### src/rtl/lc3b_cache_pkg.sv
// lc3b_cache_pkg: shared types, FSM encoding and byte-mask helper for the LC-3b cache.
// Revision 1.0
`default_nettype none

package lc3b_cache_pkg;

   typedef logic [127:0] lc3b_block;
   typedef logic [15:0]  lc3b_word;
   typedef logic [1:0]   lc3b_mem_wmask;
   typedef logic [2:0]   lc3b_index;
   typedef logic [2:0]   lc3b_offset3;
   typedef logic [8:0]   lc3b_tag;

   typedef enum logic [1:0] {
      S_CHECK     = 2'd0,
      S_WRITEBACK = 2'd1,
      S_ALLOCATE  = 2'd2
   } cache_state_t;

   localparam int NUM_SETS = 8;

   // Places a 2-bit word byte-enable onto the 16-byte line at word position.
   function automatic logic [15:0] byte_mask(input lc3b_offset3 word, input lc3b_mem_wmask be);
      logic [15:0] m;
      m = {14'b0, be};
      return m << {word, 1'b0};
   endfunction

endpackage

`default_nettype wire

### src/rtl/lc3b_cache_way.sv
// cache_way: one way of the cache - 8 lines of data/tag/valid/dirty, async read by index.
// Revision 1.0
`default_nettype none

module cache_way
   import lc3b_cache_pkg::*;
(
   input  logic        clk,
   input  logic        rst_n,
   input  lc3b_index   i_index,
   input  logic        i_we,
   input  logic [15:0] i_byte_mask,
   input  lc3b_block   i_wline,
   input  logic        i_fill,
   input  lc3b_tag     i_wtag,
   input  logic        i_set_dirty,
   output lc3b_block   o_line,
   output lc3b_tag     o_tag,
   output logic        o_valid,
   output logic        o_dirty
);

   lc3b_block           r_data [NUM_SETS];
   lc3b_tag             r_tag  [NUM_SETS];
   logic [NUM_SETS-1:0] r_valid;
   logic [NUM_SETS-1:0] r_dirty;

   // Data and tag storage carry no reset; valid gates their use.
   always_ff @(posedge clk) begin
      if (i_we) begin
         for (int b = 0; b < 16; b++) begin
            if (i_byte_mask[b]) r_data[i_index][8*b +: 8] <= i_wline[8*b +: 8];
         end
      end
      if (i_fill) r_tag[i_index] <= i_wtag;
   end

   always_ff @(posedge clk or negedge rst_n) begin
      if (!rst_n) begin
         r_valid <= '0;
         r_dirty <= '0;
      end else if (i_fill) begin
         r_valid[i_index] <= 1'b1;
         r_dirty[i_index] <= 1'b0;
      end else if (i_set_dirty) begin
         r_dirty[i_index] <= 1'b1;
      end
   end

   assign o_line  = r_data[i_index];
   assign o_tag   = r_tag[i_index];
   assign o_valid = r_valid[i_index];
   assign o_dirty = r_dirty[i_index];

endmodule

`default_nettype wire

### src/rtl/lc3b_cache.sv
// lc3b_cache: 2-way set-associative write-back/write-allocate cache, 8 sets x 16-byte lines.
// Revision 1.0
`default_nettype none

module lc3b_cache
   import lc3b_cache_pkg::*;
(
   input  logic          clk,
   input  logic          rst_n,
   input  logic [15:0]   mem_address,
   input  logic          mem_read,
   input  logic          mem_write,
   input  lc3b_mem_wmask mem_byte_enable,
   input  lc3b_word      mem_wdata,
   output lc3b_word      mem_rdata,
   output logic          mem_resp,
   output logic [15:0]   pmem_address,
   output logic          pmem_read,
   output logic          pmem_write,
   output lc3b_block     pmem_wdata,
   input  lc3b_block     pmem_rdata,
   input  logic          pmem_resp
);

   cache_state_t r_state;
   logic [7:0]   r_lru;
   logic         r_pmem_read;
   logic         r_pmem_write;

   lc3b_tag     w_tag;
   lc3b_index   w_index;
   lc3b_offset3 w_word;
   lc3b_block   w_line [2];
   lc3b_tag     w_way_tag [2];
   logic [1:0]  w_valid, w_dirty, w_hit_way;
   logic [1:0]  w_we, w_fill, w_set_dirty, w_hit_oh, w_victim_oh;
   logic        w_req, w_hit, w_hit_sel, w_victim, w_victim_dirty;
   logic        w_check_hit, w_wr_hit, w_fill_now;
   lc3b_block   w_wline, w_line_sel;
   logic [15:0] w_mask;
   logic        w_unused;

   assign w_tag    = mem_address[15:7];
   assign w_index  = mem_address[6:4];
   assign w_word   = mem_address[3:1];
   assign w_unused = mem_address[0];

   generate
      for (genvar g = 0; g < 2; g++) begin : g_way
         cache_way u_way (
            .clk         (clk),
            .rst_n       (rst_n),
            .i_index     (w_index),
            .i_we        (w_we[g]),
            .i_byte_mask (w_mask),
            .i_wline     (w_wline),
            .i_fill      (w_fill[g]),
            .i_wtag      (w_tag),
            .i_set_dirty (w_set_dirty[g]),
            .o_line      (w_line[g]),
            .o_tag       (w_way_tag[g]),
            .o_valid     (w_valid[g]),
            .o_dirty     (w_dirty[g])
         );
         assign w_hit_way[g] = w_valid[g] && (w_way_tag[g] == w_tag);
      end
   endgenerate

   assign w_req     = mem_read | mem_write;
   assign w_hit     = |w_hit_way;
   assign w_hit_sel = w_hit_way[1];
   // Invalid ways are filled first; otherwise replace the least recently used.
   assign w_victim       = !w_valid[0] ? 1'b0 : (!w_valid[1] ? 1'b1 : r_lru[w_index]);
   assign w_victim_dirty = w_valid[w_victim] && w_dirty[w_victim];
   assign w_hit_oh       = {w_hit_sel, ~w_hit_sel};
   assign w_victim_oh    = {w_victim, ~w_victim};

   assign w_check_hit = (r_state == S_CHECK) && w_req && w_hit;
   assign w_wr_hit    = w_check_hit && mem_write && (|mem_byte_enable);
   assign w_fill_now  = (r_state == S_ALLOCATE) && pmem_resp;

   assign w_we        = (w_wr_hit ? w_hit_oh : 2'b00) | (w_fill_now ? w_victim_oh : 2'b00);
   assign w_fill      = w_fill_now ? w_victim_oh : 2'b00;
   assign w_set_dirty = w_wr_hit ? w_hit_oh : 2'b00;
   assign w_wline     = w_fill_now ? pmem_rdata : {8{mem_wdata}};
   assign w_mask      = w_fill_now ? 16'hFFFF : byte_mask(w_word, mem_byte_enable);

   assign w_line_sel   = w_line[w_hit_sel];
   assign mem_rdata    = w_line_sel[{w_word, 4'b0} +: 16];
   assign mem_resp     = w_check_hit;
   assign pmem_wdata   = w_line[w_victim];
   assign pmem_address = (r_state == S_WRITEBACK) ? {w_way_tag[w_victim], w_index, 4'b0}
                                                  : {mem_address[15:4], 4'b0};
   assign pmem_read    = r_pmem_read;
   assign pmem_write   = r_pmem_write;

   always_ff @(posedge clk or negedge rst_n) begin
      if (!rst_n) begin
         r_state      <= S_CHECK;
         r_lru        <= '0;
         r_pmem_read  <= 1'b0;
         r_pmem_write <= 1'b0;
      end else begin
         case (r_state)
            S_CHECK: begin
               if (w_req) begin
                  if (w_hit) begin
                     r_lru[w_index] <= ~w_hit_sel;
                  end else if (w_victim_dirty) begin
                     r_state      <= S_WRITEBACK;
                     r_pmem_write <= 1'b1;
                  end else begin
                     r_state     <= S_ALLOCATE;
                     r_pmem_read <= 1'b1;
                  end
               end
            end
            S_WRITEBACK: begin
               if (pmem_resp) begin
                  r_state      <= S_ALLOCATE;
                  r_pmem_write <= 1'b0;
                  r_pmem_read  <= 1'b1;
               end
            end
            S_ALLOCATE: begin
               if (pmem_resp) begin
                  r_state     <= S_CHECK;
                  r_pmem_read <= 1'b0;
               end
            end
            default: begin
               r_state      <= S_CHECK;
               r_pmem_read  <= 1'b0;
               r_pmem_write <= 1'b0;
            end
         endcase
      end
   end

endmodule

`default_nettype wire
### config.mk
export PLATFORM = sky130hd
export DESIGN_NAME = lc3b_cache
export DESIGN_NICKNAME = d
export VERILOG_FILES = /design/src/rtl/lc3b_cache_pkg.sv /design/src/rtl/lc3b_cache_way.sv /design/src/rtl/lc3b_cache.sv
export SDC_FILE = /design/constraint.sdc
export NUM_CORES = 2
export LEC_CHECK = 0
export CAP_MARGIN = 5
export CORE_MARGIN = 1
export CORE_UTILIZATION = 35
export CTS_CLUSTER_DIAMETER = 100
export DETAILED_ROUTE_END_ITERATION = 10
export SYNTH_ARGS = -nofsm -noshare
export SYNTH_HDL_FRONTEND = slang
export SYNTH_HIERARCHICAL = 1
export SYNTH_SLANG_ARGS = --single-unit
### constraint.sdc
create_clock -name clk -period 6.1 [get_ports clk]
set_clock_uncertainty 0.1 [all_clocks]
set_input_delay 1.525 -clock clk [delete_from_list [all_inputs] [get_ports clk]]
set_output_delay 1.525 -clock clk [all_outputs]
set_load 0.05 [all_outputs]
Yosys cells after proc, flatten, opt, wreduce, memory -nomap -nowiden
Memories as Yosys holds them, arrays and structs flattened.
Cells that the tools add are included.
{"block": "op_classes", "n_lt_le_gt_ge": 5, "eq_ne": 10, "shift": 2, "muxes": 137, "bitwise": 14, "n_reduce_logical": 18}
{"op": "128-bit two-way mux", "n": 7}
{"op": "128-bit by 8-bit variable part select with 16-bit output", "n": 1}
{"op": "1-bit two-way mux", "n": 104}
{"op": "16-bit two-way mux", "n": 2}
{"op": "8-bit two-way mux", "n": 4}
{"op": "8-bit bitwise OR", "n": 4}
{"op": "9-bit two-way mux", "n": 3}
{"op": "9-bit equality test", "n": 2}
{"op": "8-bit AND", "n": 2}
{"op": "2-bit by 4-bit left shift with 16-bit output", "n": 1}
{"op": "1-bit binary-select mux with 3-bit select", "n": 5}
{"op": "2-bit two-way mux", "n": 7}
{"op": "2-bit != test, second input constant", "n": 6}
{"op": "5-bit AND reduction", "n": 2}
{"op": "1-bit logical AND", "n": 9}
{"op": "8-bit bitwise mux", "n": 1}
{"op": "8-bit inverter", "n": 1}
{"op": "1-bit one-hot mux with 3 select lines", "n": 2}
{"op": "2-bit one-hot mux with 3 select lines", "n": 1}
{"op": "2-bit >= comparator, second input constant", "n": 2}
{"op": "3-bit by 4-bit less-than comparator with 1-bit output, second input constant", "n": 1}
{"op": "1-bit inverter with 2-bit output", "n": 2}
{"op": "4-bit AND reduction", "n": 1}
{"op": "2-bit nonzero test", "n": 2}
{"op": "11 further kinds", "n": 14}
{"block": "totals", "reg_bits": 44, "mem_bits_rw": 2192, "wordCells": 198, "memories": 4}
{"name": "g_way[0].u_way.r_data", "words": 8, "word_bits": 128, "read_ports": 1, "rd_clocked_by_memory_dff": 0, "write_ports": 1, "line_no": "lc3b_cache_way.sv:23", "rtl": "lc3b_block r_data [NUM_SETS];"}
{"name": "g_way[1].u_way.r_data", "words": 8, "word_bits": 128, "read_ports": 1, "rd_clocked_by_memory_dff": 0, "write_ports": 1, "line_no": "lc3b_cache_way.sv:23"}
{"name": "g_way[0].u_way.r_tag", "words": 8, "word_bits": 9, "read_ports": 1, "rd_clocked_by_memory_dff": 0, "write_ports": 1, "line_no": "lc3b_cache_way.sv:24", "rtl": "lc3b_tag r_tag [NUM_SETS];"}
{"name": "g_way[1].u_way.r_tag", "words": 8, "word_bits": 9, "read_ports": 1, "rd_clocked_by_memory_dff": 0, "write_ports": 1, "line_no": "lc3b_cache_way.sv:24"}

Depth between registers and ports, before layout
{"block": "logic_depth", "depth_word": 11, "ltp_mapped": 15, "mapped_depth_nobuf": 10}

By module
Netlist, hierarchy kept.
{"module": "cache_way", "instances": 2, "cells_each": 1817, "area_each_um2": 42585.8}
{"module": "lc3b_cache", "instances": 1, "cells_each": 626, "area_each_um2": 6357.3}

Least setup slack after synthesis
No wires, ideal clock.
{"block": "synth_path", "path_kind": "input to output", "startpoint": "input mem_address[6]", "endpoint": "output mem_rdata[0]", "arrival_ns": 4.672, "t_required_ns": 4.475, "path_slack_ns": -0.197, "stages": 13, "path_buffers": 5, "path_cell_list": "buf_2 buf_2 clkbuf_1 mux4_2 mux2_2 xnor2_1 nand4_2 nor3_2 buf_6 buf_12 mux4_2 a22oi_1 nand2_1"}
{"element": "start, declared", "line_no": "lc3b_cache.sv:10", "rtl": "input logic [15:0] mem_address,"}
{"element": "end, declared", "line_no": "lc3b_cache.sv:15", "rtl": "output lc3b_word mem_rdata,"}

==> results by group <==
Synth
  – Post-synthesis adder-cell area fraction: 0%
  – Distinct cell type count after synthesis: 63
  – Yosys reg bits: 2,236
  – Synth Cell Area: 91,500 um2
  – Cells after Synth: 4,260
  – Simple-gate share of the synthesized area: 2.10%
  – Yosys Warn Count: 6
  – Synth Area in XOR/XNOR: 0.172%
  – Post-synthesis mux area share: 20.8%
  – Average size of a mapped cell: 21.5 um2
  – Largest family of logic cells by synthesized area: multiplexers
  – Post-synthesis compound-gate area fraction: 1.98%
  – Ys async rst share: 1.97%
  – Number of synthesized flops with an enable pin: 2,192
  – Register area share after synthesis: 73.1%
  – Synth Flop Type: edfxtp_1

Timing
  – Fmax: 150 MHz
  – Final setup viols: 16
  – RSZ-0062 raised after global routing: true
  – TNS Setup: -7.20 ns
  – Slew HR: 18.4%
  – Crit share post-route: 109%
  – Final hold vios: 0
  – Least-Margin Pin Slew: 1.21 ns
  – Clock period minus worst slack: 6.66 ns
  – Hold WS: 0.358 ns
  – Max Slew Vio Count: 0
  – Worst setup margin: -0.564 ns

Drt
  – Metal2 WL: 134,000 um
  – Top Metal Used: met5
  – DR pass1 iterations: 5
  – DRT iter0 DRCs: 5,382
  – WL/cell: 31.1 um
  – # DRC: 0
  – Via-to-Cell Ratio: 5.35
  – DR WL met3: 16,800 um
  – Via count: 47,100
  – Post-route ant nets: 0
  – Met1 WL: 111,000 um
  – Drt total wl: 273,000 um

Place
  – Worst slack, placed: -0.843 ns
  – Placed inst area: 103,000 um2
  – Placer Congestion: 0.843
  – Post-DP HPWL: 186,000 um
  – IO buf count: 324

Hold path
  – Hold wc startpoint: g_way[0].u_way/r_valid[1]$_DFFE_PN0P_
  – Hold crit path type: register to register
  – Hold path endpoint: g_way[0].u_way/r_valid[1]$_DFFE_PN0P_
  – Hold Path Depth: 1

Pwr
  – Worst VDD drop: 0.328 mV
  – Pwr dens: 341 nW/um2
  – LEAKAGE: 37.2 nW

Die
  – Cell Rows: 187
  – # IOs: 330
  – DIE AREA: 264,000 um2
  – Die height: 513 um
  – Starting density of the core: 35.2%
  – Core footprint: 260,000 um2
  – Die Wd: 513 um

CTS
  – Root Driver: clkbuf_16
  – Clk sinks: 2,236
  – CTS Buf Count: 221
  – Clk buf depth: 3
  – CTS tree: done
  – Reg clk slew, reported paths: 0.06 ns
  – CTS HTree Levels: 4
  – Clk_lat worst skew: 0.87 ns

Finish
  – Commonest cells after routing, fill and taps aside: edfxtp_1, buf_4, mux4_2, mux2_2, nor2_1
  – Final net count: 5,374
  – Layout cells sized above 1: 41.9%
  – Synth-to-layout area growth: 21.3%
  – Design Area, Final: 111,000 um2
  – Most common cell after layout, fill and taps aside: edfxtp_1
  – # fillers: 22,500
  – Final Util: 42.7%

Worst setup path
  – Setup crit end kind: output port
  – Worst reg2reg path depth: 11
  – Crit path DAT: 5.04 ns
  – R2R Setup Slk: 2.10 ns
  – Reg-to-reg startpoint: g_way[1].u_way/r_tag[2][1]$_DFFE_PP_
  – Buf+Inv Stages, Crit Path: 8
  – RR Endpoint: g_way[1].u_way/r_data[2][112]$_DFFE_PP_
  – Slowest stage delay, CP: 0.54 ns
  – CP max-delay cell: mux4_2
  – Cell family with most CP delay: multiplexers
  – Highest fanout seen on the critical path: 6
  – Crit-path cells: buf_16 -> buf_4 -> buf_16 -> mux4_2 -> mux2_4 -> xnor2_4 -> nand4_4 -> nor3_4 -> buf_8 -> buf_12 -> buf_6 -> mux4_2 -> a22oi_2 -> buf_4 -> nand2_8 -> buf_8
  – Setup Crit Path Kind: input port to output port
  – Required time worst endpoint: 4.47 ns
  – Crit start category: input port

Global route
  – Initial antenna violation count: 17
  – First-pass GRT wire length: 376,000 um
  – Number of global-route vias before repair: 47,900
  – All-Layer GR Usage: 20.5%
  – Largest net degree at the start of global routing: 90
  – GRT overflow: 0

Run
  – Max-cap violation count: 0

Run status
  – Outcome: complete, but fails checks
  – Failing checks: setup timing
[power breakdown]
| part | switching [mW] | leakage, nW | internal, mW | total (mW) |
|---|---|---|---|---|
| Clock | 5.98 | 3.49 | 7.55 | 13.5 |
| Combinational | 4.44 | 13.3 | 2.47 | 6.90 |
| Sequential | 0.0621 | 20.3 | 17.4 | 17.4 |
| Total | 10.5 | 37.2 | 27.4 | 37.9 |
[synth_stat cells (all sizes together) (3+ instances only)]
library cell / instances / area (um2)
edfxtp: 2192 / 65800
mux4: 620 / 14000
mux2: 411 / 4890
nor2: 282 / 1060
buf: 153 / 1190
a21o: 136 / 1020
clkbuf: 127 / 487
nand2: 66 / 248
dfrtp: 44 / 1100
a22oi: 32 / 240
o21ai: 31 / 155
and2: 18 / 113
xnor2: 18 / 158
mux2i: 10 / 100
a2bb2oi: 9 / 85.1
nor3: 9 / 61.3
nand2b: 8 / 50.1
o21bai: 8 / 60.1
o22a: 7 / 61.3
o31ai: 7 / 52.6
and4b: 6 / 60.1
nand3b: 6 / 45.0
nor4bb: 6 / 60.1
or3b: 6 / 52.6
inv: 5 / 18.8
nand3: 4 / 20.0
nand4: 4 / 37.5
nor3b: 4 / 30.0
o211ai: 3 / 22.5
o21a: 3 / 22.5
or3: 3 / 20.0
[cells by family (layout without fill, tap and decap cells)]
group,after synthesis,count (layout)
xor+xnor,18,18
other cells,1,8
buf+inv,285,1421
flops,2236,2236
simple gates,431,431
mux,1041,1041
compound gates,248,248
[routing by layer]
metal  vias to the layer above  track usage [%]
li1                      19600                -
met1                     25400             27.0
met2                      1734             33.7
met3                       356             3.43
met4                         2             8.41
met5                         -                0
[worst max path at each step]
| stage | endpoint | cells past startpoint | startpoint | slack, ns |
|---|---|---|---|---|
| floorplan | mem_rdata[0] | 13 | mem_address[4] | 0.01 |
| global placement | mem_rdata[7] | 14 | mem_address[4] | -0.86 |
| detailed placement | mem_rdata[7] | 14 | mem_address[4] | -0.84 |
| CTS | mem_rdata[7] | 16 | mem_address[4] | -0.53 |
| global route | mem_rdata[12] | 16 | mem_address[4] | -0.58 |
| finish | mem_rdata[7] | 16 | mem_address[4] | -0.56 |
[flip-flops by register name (all words and copies together) (netlist names), named ones only]
name                 cells
pmem_write               1
r_lru                    8
g_way.u_way/r_data    2048
g_way.u_way/r_valid     16
pmem_read                1
r_state                  2
g_way.u_way/r_tag      144
[final cells by class]
| cell class | count | area [um2] | area share [%] |
|---|---|---|---|
| sequential | 2236 | 66900 | 60.3 |
| multi-input combinational | 1742 | 23400 | 21.1 |
| timing repair buffer | 1001 | 9230 | 8.32 |
| clock buffer | 264 | 5690 | 5.13 |
| tap | 3402 | 4260 | 3.83 |
| clock inverter | 151 | 1500 | 1.35 |
| inverter | 5 | 18.8 | 0.0169 |
| antenna | 4 | 10.0 | 0.00902 |
[worst reg2reg max path: cells and delay by family (launching register included)]
| family | cells | cell delay, ns |
|---|---|---|
| compound gates | 1 | 0.20 |
| buf+inv | 3 | 0.66 |
| flops | 1 | 0.37 |
| mux | 2 | 0.79 |
| xor+xnor | 1 | 0.18 |
| simple gates | 4 | 1.40 |
[stage by stage]
| stage | total power, mW | instances |
|---|---|---|
| after floorplan | 21.6 | 4263 |
| after global placement | 24.4 | 8337 |
| after detailed placement | 24.4 | 8337 |
| after CTS | 38.0 | 8781 |
| after global routing | 38.8 | 8803 |
| final | 37.9 | 8805 |
[timing repair]
action	in CTS	in global routing
pin swaps	31	9
hold buffers	0	0
buffers inserted	25	20
gates cloned	4	4
resized for setup	109	27
endpoints found under the setup margin	152	51
Note: power is estimated with default switching activity, not from simulation.
